### config.mk
export PLATFORM = sky130hd
export DESIGN_NAME = comp_enc_seq_flat
export DESIGN_NICKNAME = d
export VERILOG_FILES = /design/src/rtl/comp_enc_seq_if.sv /design/src/rtl/comp_enc_seq.sv /design/src/flat_wrapper.sv
export SDC_FILE = /design/constraint.sdc
export NUM_CORES = 1
export LEC_CHECK = 0
export ABC_CLOCK_PERIOD_IN_PS = 1500
export CAP_MARGIN = 40
export CORE_MARGIN = 2
export CORE_UTILIZATION = 31
export CTS_CLUSTER_DIAMETER = 80
export DETAILED_ROUTE_END_ITERATION = 6
export GPL_ROUTABILITY_DRIVEN = 1
export HOLD_SLACK_MARGIN = 0.02
export PLACE_DENSITY = 0.63
export SKIP_CTS_REPAIR_TIMING = 1
export SLEW_MARGIN = 40
export SYNTH_ARGS = -nofsm -noshare
export SYNTH_HDL_FRONTEND = slang
export SYNTH_SLANG_ARGS = --single-unit
### constraint.sdc
create_clock -name clk -period 1.5 [get_ports clk]
set_clock_uncertainty 0.1 [all_clocks]
set_input_delay 0.225 -clock clk [delete_from_list [all_inputs] [get_ports clk]]
set_output_delay 0.225 -clock clk [all_outputs]
set_load 0.005 [all_outputs]
### src/rtl/comp_enc_seq_if.sv
// Operand/result bundle for comp_enc_seq: start handshake, operands, and compare flags.
interface comp_enc_seq_if #(
  parameter int WIDTH = 32
);
  logic             start;
  logic             sgn;
  logic [WIDTH-1:0] a;
  logic [WIDTH-1:0] b;
  logic             busy;
  logic             done;
  logic             grtr_out;
  logic             eql_out;

  modport master (output start, sgn, a, b, input busy, done, grtr_out, eql_out);
  modport slave  (input start, sgn, a, b, output busy, done, grtr_out, eql_out);
endinterface

### src/rtl/comp_enc_seq.sv
// Iterative MSB-first magnitude comparator, DIGIT bits per cycle, signed or unsigned.
// Optional COMP_ENC_EARLY_EXIT_EN: finish as soon as the first differing digit is seen.
module comp_enc_seq #(
  parameter int WIDTH = 32,
  parameter int DIGIT = 4
) (
  input  logic         clk,
  input  logic         rst_n,
  comp_enc_seq_if.slave bus
);

  localparam int N  = WIDTH / DIGIT;
  localparam int CW = (N > 1) ? $clog2(N) : 1;

  typedef enum logic [1:0] {IDLE, RUN, DONE} state_t;

  state_t           state, state_nx;
  logic [WIDTH-1:0] a_sh, b_sh;
  logic             sgn_r;
  logic [CW-1:0]    cnt;
  logic             decided, gt;
  logic             grtr_r, eql_r;

  logic [DIGIT-1:0] dig_a, dig_b;
  logic             decided_nx, gt_nx, last, accept;

  // Digit compare; the signed case flips the sign bits of the top digit so that
  // an unsigned compare of the biased values orders two's complement correctly.
  always_comb begin
    dig_a = a_sh[WIDTH-1 -: DIGIT];
    dig_b = b_sh[WIDTH-1 -: DIGIT];
    if (sgn_r && cnt == '0) begin
      dig_a[DIGIT-1] = ~dig_a[DIGIT-1];
      dig_b[DIGIT-1] = ~dig_b[DIGIT-1];
    end
    decided_nx = decided | (dig_a != dig_b);
    gt_nx      = decided ? gt : (dig_a > dig_b);
    last       = (cnt == CW'(N - 1));
    accept     = bus.start && (state != RUN);
  end

  always_ff @(posedge clk or negedge rst_n) begin
    if (!rst_n) state <= IDLE;
    else        state <= state_nx;
  end

  always_comb begin
    state_nx = state;
    bus.busy = 1'b0;
    bus.done = 1'b0;
    case (state)
      IDLE: if (bus.start) state_nx = RUN;
      RUN: begin
        bus.busy = 1'b1;
        if (last) state_nx = DONE;
`ifdef COMP_ENC_EARLY_EXIT_EN
        else if (!decided && decided_nx) state_nx = DONE;
`endif
      end
      DONE: begin
        bus.done = 1'b1;
        state_nx = bus.start ? RUN : IDLE;
      end
      default: state_nx = IDLE;
    endcase
  end

  // Result flags are written only on the RUN->DONE transition and then held.
  always_ff @(posedge clk or negedge rst_n) begin
    if (!rst_n) begin
      a_sh    <= '0;
      b_sh    <= '0;
      sgn_r   <= 1'b0;
      cnt     <= '0;
      decided <= 1'b0;
      gt      <= 1'b0;
      grtr_r  <= 1'b0;
      eql_r   <= 1'b0;
    end else if (accept) begin
      a_sh    <= bus.a;
      b_sh    <= bus.b;
      sgn_r   <= bus.sgn;
      cnt     <= '0;
      decided <= 1'b0;
      gt      <= 1'b0;
    end else if (state == RUN) begin
      a_sh    <= a_sh << DIGIT;
      b_sh    <= b_sh << DIGIT;
      cnt     <= cnt + CW'(1);
      decided <= decided_nx;
      gt      <= gt_nx;
      if (state_nx == DONE) begin
        grtr_r <= decided_nx & gt_nx;
        eql_r  <= ~decided_nx;
      end
    end
  end

  assign bus.grtr_out = grtr_r;
  assign bus.eql_out  = eql_r;

endmodule

### src/flat_wrapper.sv
// flat-port wrapper written by rule: the top's interface ports become plain ports
module comp_enc_seq_flat 
#(
  parameter int WIDTH = 32,
  parameter int DIGIT = 4
)
  (clk, rst_n, bus_start, bus_sgn, bus_a, bus_b, bus_busy, bus_done, bus_grtr_out, bus_eql_out);
  comp_enc_seq_if #(.WIDTH(WIDTH)) bus_i ();
  input  logic clk;
  input  logic rst_n;
  input wire logic [$bits(bus_i.start)-1:0] bus_start;
  input wire logic [$bits(bus_i.sgn)-1:0] bus_sgn;
  input wire logic [$bits(bus_i.a)-1:0] bus_a;
  input wire logic [$bits(bus_i.b)-1:0] bus_b;
  output wire logic [$bits(bus_i.busy)-1:0] bus_busy;
  output wire logic [$bits(bus_i.done)-1:0] bus_done;
  output wire logic [$bits(bus_i.grtr_out)-1:0] bus_grtr_out;
  output wire logic [$bits(bus_i.eql_out)-1:0] bus_eql_out;
  assign bus_i.start = bus_start;
  assign bus_i.sgn = bus_sgn;
  assign bus_i.a = bus_a;
  assign bus_i.b = bus_b;
  assign bus_busy = bus_i.busy;
  assign bus_done = bus_i.done;
  assign bus_grtr_out = bus_i.grtr_out;
  assign bus_eql_out = bus_i.eql_out;
  comp_enc_seq #(.WIDTH(WIDTH), .DIGIT(DIGIT)) u_core (.clk(clk), .rst_n(rst_n), .bus(bus_i));
endmodule
==> reports/metrics.yaml, run 1 <==
run_status: "completed"
synth_seq_cells: 74
overflow: 0
register_area_um2: 1852
final_cell_mix: "dfrtp_1, mux2i_1, clkdlybuf4s50_1, nand2_1, o21ai_0"
coreArea_um2: 10940
period_needed_ns: 1.469
cp_max_fo: 2
htreeDepth: 3
start_util: 0.3200
track_usage: 0.1350
diodes: 0
wirelength_um: 7930
whs_ns: 0.2450
dieHeight_um: 110.3
cp_cell_sequence: "ha_1, nand2_1, o21ai_0, a32oi_1, a2bb2oi_1"
cts_buffer_depth: 2
io_buffers: 71
period_share: 0.9793
insertion_delay_ns: 0.32
end_kind: "register"
ir_drop_v: 0.0007387
drt_iter0_markers: 82
fmaxAchievable_mhz: 680.7
cp_data_arrival_time_ns: 1.56
final_common_cell: "dfrtp_1"
drive_gt1_frac: 0.09606
ys_seq_area_frac: 0.5291
grt_pass1_vias: 2475
area_growth_pct: 35.32
post_dp_cell_area_um2: 4390
die-area_um2: 12160
dp_hpwl_um: 5499
cts_root_buf: "clkbuf_16"
grt_max_degree: 55
cts.clk_slew.worst_paths_ns: 0.05
antenna_found_initial: 0
synthDistinctLibCells: 30
cts_buffers: 9
power_uw: 8170
fin_nets: 477
synth_area_per_cell_um2: 10.70
timing_worst_setup_path_type: "register to register"
vias: 2564
max_stage_delay_ns: 0.42
multi_input_area_um2: 1473
synth_fp_nets: 401
fin_tns_setup_ns: 0
drc: 0
synth_cells: 327
critPathSlowestCell: "dfrtp_1"
routedWlPerCell_um: 14.52
final_area_um2: 4736
filler_cell_count: 1076
worst_pin_slew_ns: 0.4219
relSlewSlack: 0.7188
synth_warnings: 0
final_util: 0.4331
hold_path_class: "input pin to register"
die_w_um: 110.3
p_leak_uw: 0.002238
cts_num_sinks: 74
rows: 38
grt_first_pass_wirelength_um: 12390
finalSetupViolations: 0
p_per_area_nw_per_um2: 1725
post_drt_via_cell_ratio: 4.696
finalHoldViolCount: 0
cts_tree: "yes"
synth_area_um2: 3500
drv_slew: 0
crit_required_ns: 1.59
drt-pass1-iter-count: 4
postRouteAntennaNets: 0
drv_cap: 0
routabilityCongestion: 0.7065
ioPinCount: 72
critPathLaunchType: "register"
==> path summary, 6_finish.rpt <==
kind | startpoint | end | cells after the start | slack (ns)
max in group asynchronous | rst_n | u_core.b_sh[0] | 3 | 0.52
worst max register to register | u_core.a_sh[29] | u_core.bus.grtr_out | 5 | 0.03
worst max-delay path | u_core.a_sh[29] | u_core.bus.grtr_out | 5 | 0.03
worst min-delay path | bus_start | u_core.decided | 2 | 0.25
min in group asynchronous | rst_n | u_core.a_sh[4] | 2 | 0.29
worst min register to register | u_core.a_sh[3] | u_core.a_sh[7] | 2 | 0.38
==> kinds of logic after synthesis <==
group                    count (synthesis)  synth area share
multiplexers                            68            0.1956
buffers and inverters                   29           0.05506
XOR/XNOR                                 1          0.002503
adder cells (fa/ha/maj)                  6           0.02145
flip-flops                              74            0.5291
AND/OR/NAND/NOR                         83           0.09867
AO/OA/AOI/OAI                           66           0.09761
==> layout make-up <==
cell class	instances	share of cell area
Inverter	8	0.006869
Clock buffer	11	0.05126
Multi-Input combinational cell	224	0.3110
Timing Repair Buffer	86	0.1992
Tap cell	140	0.03699
Clock inverter	3	0.003699
Sequential cell	74	0.3910
==> state kept, by name (all words and copies together), names as in the netlist <==
register,flops
u_core.bus.eql_out,1
u_core.gt,1
u_core.bus.grtr_out,1
u_core.sgn_r,1
u_core.cnt,3
u_core.state,2
u_core.b_sh,32
u_core.a_sh,32
u_core.decided,1
==> metal layers <==
layer	vias to the layer above	wire length (µm)	track usage
li1	1270	-	-
met1	1237	3917	0.1904
met2	48	3579	0.2033
met3	9	339	0.03292
met4	0	93	0.04554
met5	-	0	0
==> worst max-delay path: cells and delay by family, from the launching register on <==
family / cells / cell delay [ns]
flip-flops: 1 / 0.42
AND/OR/NAND/NOR: 1 / 0.08
AO/OA/AOI/OAI: 3 / 0.43
adder cells (fa/ha/maj): 1 / 0.31
==> metrics by stage <==
stage               std cells  worst slack (ns)
floorplan                 327            0.1194
global placement          528           0.05704
detailed placement        528          0.002195
CTS                       542           -0.3038
global route              546          -0.02406
finish                    546           0.03103
==> where the power goes <==
part	switching (µW)	leakage, µW	internal, µW	total (µW)
registers	489	0.000965	2830	3320
logic	1590	0.00115	1370	2960
clock network	759	0.000127	1140	1900
==> synthesized netlist by cell type (all sizes together) <==
master / count / share of area
a21oi: 2 / 0.0029
a2bb2oi: 1 / 0.0025
a32oi: 1 / 0.0025
and2b: 1 / 0.0021
buf: 16 / 0.040
clkbuf: 5 / 0.0061
dfrtp: 74 / 0.53
ha: 6 / 0.021
inv: 8 / 0.0093
mux2: 3 / 0.0097
mux2i: 65 / 0.19
nand2: 63 / 0.068
nand2b: 3 / 0.0075
nand3: 1 / 0.0014
nand3b: 2 / 0.0043
nor2: 12 / 0.014
nor3: 1 / 0.0014
o21ai: 60 / 0.086
o22ai: 1 / 0.0018
o31ai: 1 / 0.0021
xor2: 1 / 0.0025
Note: power is estimated with default switching activity, not from simulation.
==> run 2: changes to the inputs <==
- SKIP_CTS_REPAIR_TIMING: 1 -> default
==> run 2 against run 1 <==
Worst hold slack worse by 0.0018 ns. Sequential cell count unchanged. Die area unchanged. Power down 0.13%. Maximum frequency up 0.10%. Largest cell class unchanged. Critical path depth unchanged. Global-route usage about the same. Sequential power about the same. Non-clock buffer count unchanged. Largest power group unchanged.
==> reports/metrics.yaml, run 2 (synthesis gave the netlist of run 1 again) <==
switchingPower_uw: 2834  # about the same
p_int_uw: 5325  # -0.22%
reg_top3: "u_core.a_sh: 32 flops, u_core.b_sh: 32 flops, u_core.cnt: 3 flops"
fmaxAchievable_mhz: 681.5  # +0.10%
reg2reg_to: "u_core.bus.grtr_out"
drt_iter0_markers: 70  # -15%
area_growth_pct: 35.04
rows: 38  # unchanged
r2r-start: "u_core.a_sh[29]"
die-area_um2: 12160  # unchanged
instances_no_fill: 546  # unchanged
cts_root_buf: "clkbuf_16"
fin_nets: 477  # unchanged
ir_drop_v: 0.0007361  # -0.36%
cts_num_sinks: 74  # unchanged
vias: 2574  # +0.39%
swShare: 0.3473  # +0.0005982
period_needed_ns: 1.467  # -0.001532 ns
coreArea_um2: 10940  # unchanged
routabilityCongestion: 0.7065  # unchanged
insertion_delay_ns: 0.33  # about the same
antenna_found_initial: 0  # unchanged
finalSetupViolations: 0  # unchanged
drive_gt1_frac: 0.09606  # unchanged
wirelength_um: 7922  # -0.10%
drv_slew: 0  # unchanged
overflow: 0  # unchanged
finalHoldViolCount: 0  # unchanged
routedWlPerCell_um: 14.51  # -0.10%
ioPinCount: 72  # unchanged
worst_pin_slew_ns: 0.4163  # -0.005535 ns
start_util: 0.3200  # unchanged
postRouteAntennaNets: 0  # unchanged
dp_hpwl_um: 5499  # unchanged
worstHoldEndpoint: "u_core.decided"
pwr-share-seq: 0.406  # about the same
min-delay-start: "bus_start"
track_usage: 0.1351  # about the same
post_dp_cell_area_um2: 4390  # unchanged
crit_required_ns: 1.60  # about the same
critPathLaunchType: "register"
drc: 0  # unchanged
cts_tree: "yes"
cts.clk_slew.worst_paths_ns: 0.05  # about the same
timing_worst_setup_path_type: "register to register"
htreeDepth: 3  # unchanged
run_status: "completed"
final_area_um2: 4726  # -0.21%
grt_pass1_vias: 2470  # -0.20%
drt-pass1-iter-count: 4  # unchanged
combinationalPowerShare: 0.361  # about the same
drv_cap: 0  # unchanged
hold_depth: 2  # unchanged
p_leak_uw: 0.002214  # -1.1%
cts_buffer_depth: 2  # unchanged
final_cell_mix: "dfrtp_1, mux2i_1, clkdlybuf4s50_1, nand2_1, o21ai_0"
p_per_area_nw_per_um2: 1727  # about the same
final_util: 0.4322  # -0.0009150
post_drt_via_cell_ratio: 4.714  # +0.39%
grt_first_pass_wirelength_um: 12390  # unchanged
power_frac_clock: 0.233  # about the same
cts_buffers: 9  # unchanged
period_share: 0.9783  # -0.001021
hold_path_class: "input pin to register"
placed_cells: 528  # unchanged
filler_cell_count: 1077  # +0.093%
r2r_slack_ns: 0.03  # about the same
dieHeight_um: 110.3  # unchanged
end_kind: "register"
final_common_cell: "dfrtp_1"
diodes: 0  # unchanged
r2r_cells: 5  # unchanged
die_w_um: 110.3  # unchanged
grt_max_degree: 55  # unchanged
cp_max_fo: 2  # unchanged
cp_data_arrival_time_ns: 1.56  # about the same
io_buffers: 71  # unchanged
relSlewSlack: 0.7225  # +0.003690
run 2: cell count changes in the layout (fill, tap and decap cells not counted), sizes merged:
cell and change:
dlygate4sd2 +2, clkdlybuf4s15 +1, buf +1, dlymetal6s2s -3, clkbuf -1
run 2: layout make-up:
| cell class | instances | area, µm² | area share |
|---|---|---|---|
| Clock inverter | 3 | 17.52 | 0.003707 |
| Multi-Input combinational cell | 224 | 1473 | 0.3116 |
| Clock buffer | 11 | 242.7 | 0.05136 |
| Timing Repair Buffer | 86 | 933.4 | 0.1975 |
| Tap cell | 140 | 175.2 | 0.03707 |
| Inverter | 8 | 32.53 | 0.006884 |
| Sequential cell | 74 | 1852 | 0.3918 |
run 2: repair_timing:
item	CTS	global route
endpoints found under the hold margin	27	0
resized for setup	8	6
cloned	0	1
setup endpoints to repair	4	23
buffers inserted	1	1
pin swaps	0	1
hold buffers	1	0
run 2: worst max-delay path by stage:
stage / slack, ns / end / start / depth (start not counted)
6_report: 0.03 / u_core.bus.grtr_out / u_core.a_sh[29] / 5
5_1_grt: -0.02 / u_core.bus.grtr_out / u_core.b_sh[30] / 6
4_1_cts: 0.004 / u_core.bus.grtr_out / u_core.b_sh[30] / 6
3_5_place_dp: 0.002 / u_core.bus.grtr_out / u_core.b_sh[30] / 6
3_3_place_gp: 0.06 / bus_done / u_core.state[0] / 2
2_1_floorplan: 0.12 / u_core.bus.eql_out / u_core.cnt[0] / 4
run 2: layer usage:
layer,up-vias,routed length (µm),global-route usage
met4,0,93,0.04554
met3,9,365,0.03292
met1,1247,3874,0.1915
met5,-,0,0
met2,52,3588,0.2025
li1,1266,-,-
run 2: worst max-delay path: stages, from the launching register on:
cell and delay [ns]:
dfrtp_1 0.42, ha_1 0.31, nand2_1 0.08, o21ai_0 0.07
a32oi_1 0.26, a2bb2oi_1 0.10
run 2: power groups by stage:
stage	clock, µW	combinational, µW	sequential, µW
after CTS	1950	2750	3320
final	1900	2940	3320
after global placement	0	2630	3320
after detailed placement	0	2720	3340
after floorplan	0	2050	3180
after global routing	2050	3360	3420
run 2: through the flow:
stage	worst slack, ns	power [µW]	hold slack [ns]	setup TNS, ns
after CTS	0.003677	8015	0.2327	0
after floorplan	0.1194	5232	-0.1706	0
after global routing	-0.02473	8819	0.2806	-0.04357
after detailed placement	0.002195	6066	0.09478	0
after global placement	0.05704	5953	0.09135	0
final	0.03256	8159	0.2432	0
==> run 3: changes to the inputs <==
- CAP_MARGIN: 40 -> default
- GPL_TIMING_DRIVEN: default -> 0
- SETUP_SLACK_MARGIN: default -> 0.2
==> run 3 against run 2 <==
The run now ends with negative setup slack left. Cell area grew 9.1%. First-iteration DRC count grew 120%. Core utilization grew 3.9 points. Largest cell class unchanged. Largest power group is now combinational logic. Critical path depth is the same. Clock power grew 32%. Sequential share of layout area shrank 3.3 points. Highest routed layer unchanged. Power grew 24%. Register-to-register slack is essentially flat. Via count grew 5.3%.
==> reports/metrics.yaml, run 3 (synthesis gave the netlist of run 1 again) <==
cts_buffer_depth: 2  # unchanged
drc: 0  # unchanged
run_status: "finished, violations left"
r2r-start: "u_core.a_sh[30]"
grt_setup_unrepaired: "yes"
drv_cap: 0  # unchanged
relSlewSlack: 0.7756  # +0.05315
critPathLaunchType: "register"
crit_required_ns: 1.17  # -0.43 ns
htreeDepth: 3  # unchanged
p_per_area_nw_per_um2: 1963  # +14%
instances_no_fill: 573  # +4.9%
fmaxAchievable_mhz: 648.5  # -4.8%
antenna_found_initial: 0  # unchanged
crit_end: "bus_busy"
routabilityCongestion: 0.7652  # +8.3%
r2r_cells: 5  # unchanged
critPathSlowestCell: "dfrtp_1"
drt_iter0_markers: 151  # +120%
period_share: 1.028  # +0.04980
grt_max_degree: 51  # -7.3%
cp_data_arrival_time_ns: 1.22  # -0.34 ns
dieHeight_um: 110.3  # unchanged
final_common_cell: "dfrtp_1"
start_util: 0.3200  # unchanged
rows: 38  # unchanged
ioPinCount: 72  # unchanged
post_drt_via_cell_ratio: 4.731  # +0.36%
finalHoldViolCount: 0  # unchanged
final_cell_mix: "dfrtp_1, mux2i_1, clkdlybuf4s50_1, nand2_1, o21ai_0"
reg2reg_to: "u_core.gt"
swShare: 0.3359  # -0.01144
end_kind: "output port"
cp_max_fo: 2  # unchanged
worst_pin_slew_ns: 0.3355  # -0.08086 ns
period_needed_ns: 1.542  # +0.07470 ns
ir_drop_v: 0.0008643  # +17%
finalSetupViolations: 1  # +1
area_growth_pct: 47.26
critPathLaunch: "u_core.state[1]"
power_uw: 10120  # +24%
overflow: 0  # unchanged
drt-pass1-iter-count: 4  # unchanged
pwr-share-seq: 0.332  # -0.074
setup_slack_ns: -0.04214  # -0.07470 ns
diodes: 0  # unchanged
p_int_uw: 6718  # +26%
die_w_um: 110.3  # unchanged
insertion_delay_ns: 0.33  # about the same
p_leak_uw: 0.002420  # +9.3%
max_stage_delay_ns: 0.36  # -0.06 ns
switchingPower_uw: 3398  # +20%
r2r_slack_ns: 0.04  # about the same
wirelength_um: 8895  # +12%
fin_nets: 502  # +5.2%
coreArea_um2: 10940  # unchanged
hold_path_class: "input pin to asynchronous set/reset pin"
drv_slew: 0  # unchanged
violations: "negative setup slack"
cts_buffers: 9  # unchanged
combinationalPowerShare: 0.420  # +0.059
vias: 2711  # +5.3%
reg_top3: "u_core.a_sh: 32 flops, u_core.b_sh: 32 flops, u_core.cnt: 3 flops"
cts_root_buf: "clkbuf_16"
grt_first_pass_wirelength_um: 13700  # +11%
die-area_um2: 12160  # unchanged
io_buffers: 70  # -1.4%
power_frac_clock: 0.248  # +0.015
cp_cell_sequence: "nand2b_4, inv_8, buf_12, buf_8, buf_6"
timing_worst_setup_path_type: "register to output port"
routedWlPerCell_um: 15.52  # +7.0%
grt_pass1_vias: 2772  # +12%
dp_hpwl_um: 6050  # +10%
postRouteAntennaNets: 0  # unchanged
cts.clk_slew.worst_paths_ns: 0.06  # about the same
cts_num_sinks: 74  # unchanged
drive_gt1_frac: 0.1894  # +0.09332
track_usage: 0.1487  # +0.01355
cts_tree: "yes"
placed_cells: 538  # +1.9%
[run 3: repair_timing]
item	CTS	global route
setup buffers	11	4
cloned	0	3
hold buffers	1	0
pin swaps	2	4
setup endpoints to repair	65	69
gates resized for setup	41	33
hold endpoints to repair	74	0
[run 3: worst min path at each step]
stage | startpoint | cells past startpoint | end
detailed placement | rst_n | 1 | u_core.a_sh[4]
global placement | u_core.b_sh[10] | 2 | u_core.b_sh[14]
finish | rst_n | 2 | u_core.a_sh[4]
CTS | rst_n | 2 | u_core.a_sh[4]
floorplan | rst_n | 0 | u_core.a_sh[0]
global route | rst_n | 2 | u_core.a_sh[4]
[run 3: per-stage QoR]
stage               setup TNS (ns)  hold WS (ns)  setup slack, ns  instance area (µm²)  utilization
finish                    -0.04214        0.2216         -0.04214                 5154       0.4713
global route               -0.1374        0.2574         -0.08603                 5154       0.4713
CTS                       -0.05051        0.2337         -0.05051                 4974       0.4548
detailed placement         -0.7512      0.002845          -0.3808                 4407       0.4030
global placement           -184.21        0.3627           -2.485                 4378       0.4003
floorplan                        0       -0.1706           0.1430                 3502            -
[run 3: area by class of cell]
| type | instances | area (µm²) |
|---|---|---|
| Buffer | 21 | 234.0 |
| Clock buffer | 10 | 239.0 |
| Clock inverter | 6 | 113.9 |
| Fill cell | 1029 | 5782 |
| Inverter | 8 | 37.54 |
| Multi-Input combinational cell | 224 | 1563 |
| Sequential cell | 74 | 1852 |
| Tap cell | 140 | 175.2 |
| Timing Repair Buffer | 90 | 939.7 |
[run 3: routing by layer]
layer	global-route usage	wire length, µm	vias to the layer above
met5	0	0	-
met4	0.04286	80	0
met3	0.03469	432	7
met2	0.2314	4118	62
met1	0.2072	4264	1319
li1	-	-	1323
[run 3: critical path, delay by kind of cell (launching register included)]
kind,cells,cell delay [ns]
buf+inv,4,0.36
simple gates,1,0.17
flops,1,0.36
[run 3: power by group through the flow]
stage	Combinational, µW	Clock [µW]	Sequential (µW)
floorplan	2060	0	3180
global placement	2860	0	3330
detailed placement	2940	0	3350
CTS	3590	2560	3330
global route	4690	2630	3450
finish	4250	2510	3360
